==> src/rtl/controle_display_rpn_pkg.sv <==
// Shared types and constants for the RPN display controller: FSM encoding,
// display base codes and binary-to-BCD conversion sizing.
package controle_display_rpn_pkg;

    typedef enum logic [1:0] {
        ST_IDLE = 2'b00,
        ST_CONV = 2'b01,
        ST_DONE = 2'b10
    } state_t;

    localparam logic [1:0] BASE_DEC = 2'b00;
    localparam logic [1:0] BASE_HEX = 2'b01;
    localparam logic [1:0] BASE_OCT = 2'b10;

    localparam int unsigned N_ITER = 8;
    localparam int unsigned RES_W  = 8;
    localparam int unsigned DIG_W  = 4;
    localparam int unsigned N_DIG  = 3;
    localparam int unsigned BCD_W  = DIG_W * N_DIG;
    localparam int unsigned CNT_W  = 4;

endpackage

==> src/rtl/controle_display_rpn_ajuste_bcd.sv <==
// Double-dabble digit correction: add 3 to a BCD digit that is 5 or more.
module ajuste_bcd
    import controle_display_rpn_pkg::*;
(
    input  logic [DIG_W-1:0] din,
    output logic [DIG_W-1:0] dout
);

    always_comb begin
        dout = din;
        if (din >= DIG_W'(5)) begin
            dout = din + DIG_W'(3);
        end
    end

endmodule

==> src/rtl/controle_display_rpn.sv <==
// Converts an 8-bit ALU result to three BCD digits with a sequential
// double-dabble, and cycles the display base on each button press.
module controle_display_rpn
    import controle_display_rpn_pkg::*;
(
    input  logic             Clock,
    input  logic             Reset,
    input  logic             Iniciar,
    input  logic [RES_W-1:0] Resultado,
    input  logic             TrocaBase,
    output logic [1:0]       Base,
    output logic             Ocupado,
    output logic             Pronto,
    output logic [DIG_W-1:0] BcdCentena,
    output logic [DIG_W-1:0] BcdDezena,
    output logic [DIG_W-1:0] BcdUnidade
);

    state_t             state;
    state_t             state_next;
    logic [RES_W-1:0]   shift_q;
    logic [BCD_W-1:0]   scratch_q;
    logic [BCD_W-1:0]   scratch_adj;
    logic [CNT_W-1:0]   cnt_q;
    logic               troca_q;
    logic               troca_rise;

    for (genvar i = 0; i < N_DIG; i++) begin : g_ajuste
        ajuste_bcd u_ajuste (
            .din  (scratch_q[DIG_W*i +: DIG_W]),
            .dout (scratch_adj[DIG_W*i +: DIG_W])
        );
    end

    // State register
    always_ff @(posedge Clock or posedge Reset) begin
        if (Reset) begin
            state <= ST_IDLE;
        end else begin
            state <= state_next;
        end
    end

    // Next-state logic
    always_comb begin
        state_next = state;
        case (state)
            ST_IDLE: if (Iniciar) state_next = ST_CONV;
            ST_CONV: if (cnt_q == CNT_W'(N_ITER - 1)) state_next = ST_DONE;
            ST_DONE: state_next = ST_IDLE;
            default: state_next = ST_IDLE;
        endcase
    end

    // Conversion datapath and status outputs
    always_ff @(posedge Clock or posedge Reset) begin
        if (Reset) begin
            shift_q    <= '0;
            scratch_q  <= '0;
            cnt_q      <= '0;
            Ocupado    <= 1'b0;
            Pronto     <= 1'b0;
            BcdCentena <= '0;
            BcdDezena  <= '0;
            BcdUnidade <= '0;
        end else begin
            Ocupado <= (state_next != ST_IDLE);
            Pronto  <= (state == ST_DONE);
            case (state)
                ST_IDLE: begin
                    if (Iniciar) begin
                        shift_q   <= Resultado;
                        scratch_q <= '0;
                        cnt_q     <= '0;
                    end
                end
                ST_CONV: begin
                    {scratch_q, shift_q} <= {scratch_adj[BCD_W-2:0], shift_q, 1'b0};
                    cnt_q                <= cnt_q + CNT_W'(1);
                end
                ST_DONE: begin
                    BcdCentena <= scratch_q[3*DIG_W-1:2*DIG_W];
                    BcdDezena  <= scratch_q[2*DIG_W-1:DIG_W];
                    BcdUnidade <= scratch_q[DIG_W-1:0];
                end
                default: ;
            endcase
        end
    end

    assign troca_rise = TrocaBase & ~troca_q;

    // Base selector steps Dec -> Hex -> Oct -> Dec on each button press
    always_ff @(posedge Clock or posedge Reset) begin
        if (Reset) begin
            troca_q <= 1'b0;
            Base    <= BASE_DEC;
        end else begin
            troca_q <= TrocaBase;
            if (troca_rise) begin
                case (Base)
                    BASE_DEC: Base <= BASE_HEX;
                    BASE_HEX: Base <= BASE_OCT;
                    default:  Base <= BASE_DEC;
                endcase
            end
        end
    end

endmodule
==> config.mk <==
export PLATFORM = sky130hd
export DESIGN_NAME = controle_display_rpn
export DESIGN_NICKNAME = d
export VERILOG_FILES = /design/src/rtl/controle_display_rpn_pkg.sv /design/src/rtl/controle_display_rpn_ajuste_bcd.sv /design/src/rtl/controle_display_rpn.sv
export SDC_FILE = /design/constraint.sdc
export NUM_CORES = 1
export LEC_CHECK = 0
export BUFFER_PORTS_ARGS = -buffer_cell sky130_fd_sc_hd__buf_2
export CAP_MARGIN = 10
export CELL_PAD_IN_SITES_DETAIL_PLACEMENT = 1
export CELL_PAD_IN_SITES_GLOBAL_PLACEMENT = 1
export CORE_UTILIZATION = 44
export CTS_CLUSTER_DIAMETER = 120
export DETAILED_ROUTE_END_ITERATION = 8
export PLACE_DENSITY_LB_ADDON = 0.1
export SLEW_MARGIN = 20
export SYNTH_ARGS = -nofsm -noshare
export SYNTH_HDL_FRONTEND = slang
export SYNTH_SLANG_ARGS = --single-unit
==> constraint.sdc <==
create_clock -name Clock -period 1.55 [get_ports Clock]
set_input_delay 0.31 -clock Clock [delete_from_list [all_inputs] [get_ports Clock]]
set_output_delay 0.31 -clock Clock [all_outputs]
set_load 0.005 [all_outputs]
Word-level counts from Yosys, hierarchy flattened
Index checks and enable logic that the tools add are counted.
Word-level totals
  register bits: 43
  input port bits: 12
  logic and storage cells: 43
Cells by class
  $add $sub $neg: 4
  order comparisons: 3
  equality and inequality tests: 5
  multiplexer cells: 13
  bitwise operators: 2
  reductions and logical operators: 5
Operators by type and width (count)
  one-hot mux 12 bit (2 select lines): 1
  one-hot mux 8 bit (2 select lines): 1
  greater-or-equal comparator 4 x 3 -> 1 bit, second input constant: 3
  two-way mux 12 bit: 1
  two-way mux 4 bit: 3
  adder 4 x 2 -> 4 bit, second input constant: 2
  two-way mux 8 bit: 1
  one-hot mux 2 bit (2 select lines): 2
  one-hot mux 4 bit (2 select lines): 1
  adder 4 x 1 -> 4 bit, second input constant: 1
  equality test 2 x 1 -> 1 bit, second input constant: 2
  equality test 4 x 3 -> 1 bit, second input constant: 1
  zero test 2 bit: 2
  two-way mux 2 bit: 2
  nonzero test 2 bit: 2
  adder 3 x 2 -> 3 bit, second input constant: 1
  two-way mux 3 bit: 1
  equality test 2 bit, second input constant: 1
  inequality test 2 bit, second input constant: 1
  AND reduction 2 bit: 1
  AND 1 bit: 1
  inverter 1 bit: 1

Depth between registers and ports, before layout
Gate-level depths: netlist (run 1).
  word-level depth: 4
  depth in mapped cells: 6
  mapped depth without buffers: 6

Hierarchy
Synthesis (run 1) repeated with hierarchy kept, for this count alone.
Unflattened totals
  cells, all modules: 175
  area, all modules: 1968.1 um^2
By module, submodules not included
  controle_display_rpn: times used 1, cells an instance 127, area an instance 1664.1 um^2, sequential area each 1076.0 um^2
  ajuste_bcd: times used 3, cells an instance 16, area an instance 101.3 um^2, sequential area each 0.0 um^2

Worst setup path before layout (run 1)
Ideal clock, no wire load.
  kind: register -> register
  start point: register scratch_q[4]
  end point: register scratch_q[6]
  library setup time: 121 ps
  arrival: 1278 ps
  data required time: 1429 ps
  path slack: 151 ps
  stages on the path, launching flop included: 7
  clock period less this slack: 1399 ps
  cell sequence: dfrtp_1 -> inv_1 -> ha_1 -> nand2b_1 -> a21oi_1 -> mux2i_1 -> a22o_1
Between the ends
  cells in the longest elaborated chain, start to end: 3
Ends and longest elaborated chain
  start: declaration: line controle_display_rpn.sv:22  | logic [BCD_W-1:0] scratch_q;
  start signal: assignment: line controle_display_rpn.sv:78  | {scratch_q, shift_q} <= {scratch_adj[BCD_W-2:0], shift_q, 1'b0};
  adder 4 x 2 -> 4 bit or greater-or-equal comparator 4 x 3 -> 1 bit (tied branches): line controle_display_rpn_ajuste_bcd.sv:12, controle_display_rpn_ajuste_bcd.sv:11
  two-way mux 4 bit (*): line controle_display_rpn_ajuste_bcd.sv:11  | if (din >= DIG_W'(5)) begin
  one-hot mux 12 bit (2 select lines) (*): line controle_display_rpn.sv:69  | case (state)
Every way passes the cells marked *; elsewhere a longest branch is shown, timed or not.
A chain may end at the register's enable or synchronous reset.

Worst setup path after layout (run 1)
  start point: register scratch_q[1]
  end point: register scratch_q[2]
The elaborated chain is that of the path after synthesis.

==> summary.md, run 1 <==
| Metric | Value |
|---|---|
| Number of global-route vias before repair | `1486` |
| Slew Viols, Final | `0` |
| Setup TNS Final | `0 ns` |
| Worst setup EP type | `flop` |
| Worst skew pair latency | `0.30 ns` |
| Die area | `~0.0046 sq mm` |
| Status | `complete, no violations` |
| Minimum clock period | `1.50 ns` |
| YS warnings | `0` |
| I/O pin cnt | `28` |
| CP max FO | `4` |
| GP Congestion | `0.811` |
| Setup Skew | `0.00872 ns` |
| Clk buf depth | `2` |
| Finish-stage setup viols | `0` |
| Hold WC Path Type | `input pin to asynchronous set/reset pin` |
| Grt total ovfl | `0` |
| Period utilisation layout | `96.9%` |
| Top routing layer used | `met4` |
| GRT Overall Usage | `between 20% and 30%` |
| Initial core utilization | `46.8%` |
| Fillers | `between 400 and 500` |
| Top_reg_cell synth | `dfrtp_1` |
| Worst vdd ir | `0.943 mV` |
| Sequential power share | `42.0%` |
| Switch share | `37.0%` |
| Clk sinks | `43` |
| Final nets | `215` |
| Clock power frac | `roughly 17%` |
| Met2 routed WL | `2160 um` |
| Fmax achieved | `666 MHz` |
| Die Y | `67.9 um` |
| Proportion of layout cells with a drive suffix above 1 | `32.5%` |
| TritonCTS buffer count | `5` |
| Final hold violation count | `0` |
| Hpwl dp | `2880 um` |
| Pwr Total | `4.63 mW` |
| First-pass GRT wire length | `roughly 6800 um` |
| Slew @ Worst Pin | `between 0.4 and 0.5 ns` |
| Worst-path clk slew | `0.08 ns` |
| Ant. Diodes | `0` |
| Worst Setup Path Type | `flop to flop` |
| CORE AREA | `0.00409 sq mm` |
| Total wire length | `slightly above 4000 um` |
| Via Count | `around 1400` |
| Met3 WL | `116 um` |
| MaxCap Viol Count | `0` |
| Metal-1 WL | `1810 um` |
| Commonest non-fill, non-tap cells in the layout | `dfrtp_1, buf_2, nand2_1, mux2_2, o21ai_0` |
| Root Buffer | `clkbuf_8` |
| Number of flops mapped to enable cells by yosys | `0` |
| Yosys reg bits | `43` |
| Worst relative slew slack | `between 60% and 70%` |
| Leading cell type in the layout, fill and taps excluded | `dfrtp_1` |
| CTS tree | `yes` |
| Combinational share of power | `41.2%` |
| Via/cell ratio | `5.55` |
| Mapped Nets | `181` |
| Wire per inst | `around 17 um` |
| # DRC | `0` |
| Initial antenna violation count | `0` |
| Port buffer count | `27` |
| Antenna-violating nets left | `0` |
| H-tree levels | `2` |
| Net switching power | `1.71 mW` |
| Die X | `between 60 and 70 um` |
| Post-Synthesis Cells | `162` |
| Ys async rst share | `between 90% and 100%` |
| Arrival @ worst endpoint | `1.73 ns` |
| Cell area after synthesis | `0.00191 sq mm` |
| Pleak | `1.10 nW` |
| Iter 0 DRT Violations | `73` |
| Seq/Total Area, Yosys | `56.2%` |
| Worst Setup Start Kind | `flop` |
| Yosys cell types | `29` |
| Pin count of the biggest net entering global routing | `44` |
| Required time of the critical path | `around 1.8 ns` |
| Average instance area after synthesis | `11.8 sq um` |
| Hold Buf Count CTS | `0` |
| Layout area overhead | `18.3%` |
| Rows | `23` |
| First-pass detailed-route iteration total | `4` |
| Int Power | `2.92 mW` |
| Cell Pwr Density | `2050 mW/mm^2` |
## metal layers
| metal | global-route usage [%] | vias to the layer above |
|---|---|---|
| met5 | 0 | - |
| met4 | 11.2 | 0 |
| met3 | 4.00 | 9 |
| met2 | 35.7 | 29 |
| met1 | 23.5 | 695 |
| li1 | - | 639 |
## timing repair
action                                  in CTS  in global routing
pin swaps                                    0                  2
endpoints found under the setup margin       4                  7
resized for setup                            3                  6
setup buffers                                0                  0
## worst max-delay path, stage by stage, from the launching register on
cell and delay (ns):
dfrtp_1 0.40, inv_1 0.14, ha_2 0.22, nand2b_1 0.08
a21oi_2 0.20, mux2i_1 0.24, a22o_1 0.15
## synth_stat cells, types with 4 or more instances
cell type  number  share of area (%)
a21oi_1         5                1.3
a22o_1          5                2.3
a22oi_1         7                2.7
clkbuf_1        5               0.98
dfrtp_1        43                 56
ha_1            7                4.6
inv_1           7                1.4
mux2_2         13                7.7
mux2i_1         5                2.6
nand2_1        13                2.6
nand2b_1        4                1.3
nor2_1          4               0.78
nor2b_1         5                1.6
o21ai_0        12                3.1
o22ai_1         4                1.3
## sequential cells by signal (all words and copies together) (netlist names)
signal,flops
Ocupado,1
scratch_q,12
shift_q,8
troca_q,1
BcdUnidade,4
BcdCentena,4
Base,2
Pronto,1
cnt_q,4
state,2
BcdDezena,4
## path summary, 6_finish.rpt
kind / startpoint / to / slack, ns / cells past startpoint
worst min-delay path: Reset / Base[1] / 0.06 / 3
worst max register to register: scratch_q[1] / scratch_q[2] / 0.05 / 6
worst max-delay path: scratch_q[1] / scratch_q[2] / 0.05 / 6
max in group asynchronous: Reset / BcdUnidade[0] / 1.27 / 3
worst min register to register: shift_q[6] / shift_q[6] / 0.49 / 2
min in group Clock: TrocaBase / troca_q / 0.13 / 1
## cell families (layout without fill, tap and decap cells)
kind of cell	after synthesis	count (layout)	share of synthesized area, %
compound gates	43	43	14.9
mux	18	18	10.3
fa+ha+maj	7	7	4.58
simple gates	31	31	7.78
buf+inv	16	51	4.38
xor+xnor	4	4	1.83
flops	43	43	56.2
## area by class of cell
cell class	count	area, sq um	area share (%)
Sequential cell	43	1080	47.5
Multi-Input combinational cell	103	782	34.5
Timing Repair Buffer	35	208	9.18
Clock buffer	8	100	4.42
Tap cell	50	62.6	2.76
Inverter	8	35.0	1.55
## power by group through the flow
stage	sequential [mW]	combinational, mW	clock [mW]
final	1.95	1.91	0.777
after global routing	2.02	2.11	0.852
after CTS	1.93	1.87	0.801
after detailed placement	1.94	1.83	0
after global placement	1.90	1.70	0
after floorplan	1.86	1.30	0
## stage by stage
stage	hold slack (ns)	cells	utilization, %	setup WS [ns]	area (sq um)
3_5_place_dp	0.396	239	52.2	-0.0237	2130
6_report	0.0606	247	55.4	0.0483	2260
2_1_floorplan	0.341	162	-	0.151	1910
5_1_grt	0.0807	247	55.4	-0.0107	2260
3_3_place_gp	0.385	239	52.2	0.0897	2130
4_1_cts	0.0730	247	55.0	0.0494	2250
(Power assumes the default switching activity.)
==> run 2, diff against run 1 <==
MAX_ROUTING_LAYER = met4   (was unset)
==> run 2 against run 1 <==
  * First-iteration DRC count unchanged
  * Via count shrank 0.44%
  * Combinational power about the same
  * Die area unchanged
  * Largest power group unchanged
==> summary.md, run 2 (synthesized netlist as in run 1, its figures left out) <==
| Metric | Value |
|---|---|
| Worst relative slew slack | `68.2%` |
| Worst vdd ir | `0.943 mV` |
| # DRC | `0` |
| Commonest non-fill, non-tap cells in the layout | `dfrtp_1, buf_2, nand2_1, mux2_2, o21ai_0` |
| Sequential power share | `between 40% and 50%` |
| CP bufs+invs | `1` |
| Max FFs per register | `12` |
| Cell Chain, Critical Path | `inv_1 -> ha_2 -> nand2b_1 -> a21oi_2 -> mux2i_1 -> a22o_1` |
| Die area | `0.00462 sq mm` |
| H-tree levels | `2` |
| Pleak | `1.10 nW` |
| Pwr Total | `4.63 mW` |
| Antenna-violating nets left | `0` |
| Worst Setup Start Kind | `flop` |
| Int Power | `2.92 mW` |
| GP Congestion | `0.823` |
| Pin count of the biggest net entering global routing | `between 40 and 50` |
| Wire per inst | `between 15 and 20 um` |
| Worst skew pair latency | `0.30 ns` |
| Proportion of layout cells with a drive suffix above 1 | `32.5%` |
| Period utilisation layout | `95.1%` |
| Die Y | `67.9 um` |
| Final nets | `215` |
| Rows | `23` |
| Iter 0 DRT Violations | `73` |
| Layout area overhead | `18.3%` |
| Slew @ Worst Pin | `0.477 ns` |
| Initial antenna violation count | `0` |
| Clock power frac | `16.8%` |
| Fmax achieved | `678 MHz` |
| I/O pin cnt | `28` |
| Hold WC Path Type | `input pin to asynchronous set/reset pin` |
| Status | `complete, no violations` |
| Root Buffer | `clkbuf_8` |
| Worst path slowest cell | `dfrtp_1` |
| Cell Pwr Density | `2040 mW/mm^2` |
| Clk sinks | `43` |
| Ant. Diodes | `0` |
| Fin cells | `247` |
| Hold Buf Count CTS | `0` |
| Inst Count DP | `239` |
| Area after DPL | `0.00213 sq mm` |
| Arrival @ worst endpoint | `between 1.5 and 2 ns` |
| CP max FO | `4` |
| Switch share | `36.9%` |
| CORE AREA | `0.00409 sq mm` |
| TritonCTS buffer count | `5` |
| Most flop-heavy register | `scratch_q` |
| Hpwl dp | `2880 um` |
| Number of global-route vias before repair | `1484` |
| Die X | `67.9 um` |
| Finish-stage setup viols | `0` |
| Largest regs | `scratch_q x12, shift_q x8` |
| Worst-path clk slew | `about 0.080 ns` |
| First-pass GRT wire length | `about 6800 um` |
| Port buffer count | `27` |
| Initial core utilization | `around 47%` |
| Final hold violation count | `0` |
| Grt total ovfl | `0` |
| Combinational share of power | `41.1%` |
| Fillers | `450` |
| Minimum clock period | `roughly 1.5 ns` |
| MaxCap Viol Count | `0` |
| Slew Viols, Final | `0` |
| Worst setup EP type | `flop` |
| Worst Setup Path Type | `flop to flop` |
| Clk buf depth | `2` |
| Via/cell ratio | `5.53` |
| Net switching power | `1.71 mW` |
| CTS tree | `yes` |
| Final instance area | `0.00226 sq mm` |
| First-pass detailed-route iteration total | `4` |
| Slowest stage delay, CP | `roughly 0.40 ns` |
| Top delay family on crit path | `flip-flops` |
| Total wire length | `4140 um` |
| GRT Overall Usage | `21.1%` |
| Leading cell type in the layout, fill and taps excluded | `dfrtp_1` |
| Via Count | `roughly 1400` |
| Required time of the critical path | `1.78 ns` |
| Setup Skew | `~0.0076 ns` |
| Setup TNS Final | `0 ns` |
==> run 2: cell counts in the layout (fill, tap and decap cells not counted) <==
No cell type changed its count.
==> run 2: final cells by class <==
type | instances | area, sq um | share of cell area, %
clock buffer | 8 | 100 | 4.42
inverter | 8 | 35.0 | 1.55
multi-input combinational | 103 | 782 | 34.5
sequential | 43 | 1080 | 47.5
tap | 50 | 62.6 | 2.76
timing repair buffer | 35 | 208 | 9.18
==> run 2: final timing paths <==
| kind | endpoint | slack, ns | startpoint | cells after the start |
|---|---|---|---|---|
| max in group asynchronous | BcdUnidade[0] | 1.27 | Reset | 3 |
| worst min-delay path | Base[1] | 0.06 | Reset | 3 |
| worst min register to register | shift_q[3] | 0.49 | shift_q[3] | 2 |
| worst max-delay path | scratch_q[2] | 0.08 | scratch_q[1] | 6 |
| min in group Clock | troca_q | 0.13 | TrocaBase | 1 |
| worst max register to register | scratch_q[2] | 0.08 | scratch_q[1] | 6 |
==> run 2: layer usage <==
metal | up-vias | track usage, % | routed length (um)
met5 | - | - | 0
met4 | 0 | 11.2 | 70
met3 | 9 | 4.00 | 128
met2 | 34 | 35.7 | 2160
met1 | 684 | 23.5 | 1790
li1 | 639 | - | -
==> run 2: per-stage QoR <==
step / util, % / hold WS, ns / setup slack [ns]
CTS: 55.0 / 0.0730 / 0.0494
detailed placement: 52.2 / 0.396 / -0.0237
global route: 55.4 / 0.0807 / -0.0107
floorplan: - / 0.341 / 0.151
global placement: 52.2 / 0.385 / 0.0897
finish: 55.4 / 0.0606 / 0.0752
==> run 2: worst register-to-register path: stages, from the launching register on <==
cell and delay (ns):
dfrtp_1 0.40, inv_1 0.14, ha_2 0.22, nand2b_1 0.08, a21oi_2 0.20, mux2i_1 0.23, a22o_1 0.15
==> run 2: repair_timing <==
item | CTS | global route
setup buffers | 0 | 0
pin swaps | 0 | 2
resized for setup | 3 | 6
setup endpoints to repair | 4 | 7
==> run 2: power groups by stage <==
stage	Sequential, mW	Combinational, mW	Clock, mW
final	1.94	1.90	0.779
after CTS	1.93	1.87	0.801
after global placement	1.90	1.70	0
after floorplan	1.86	1.30	0
after global routing	2.02	2.11	0.852
after detailed placement	1.94	1.83	0
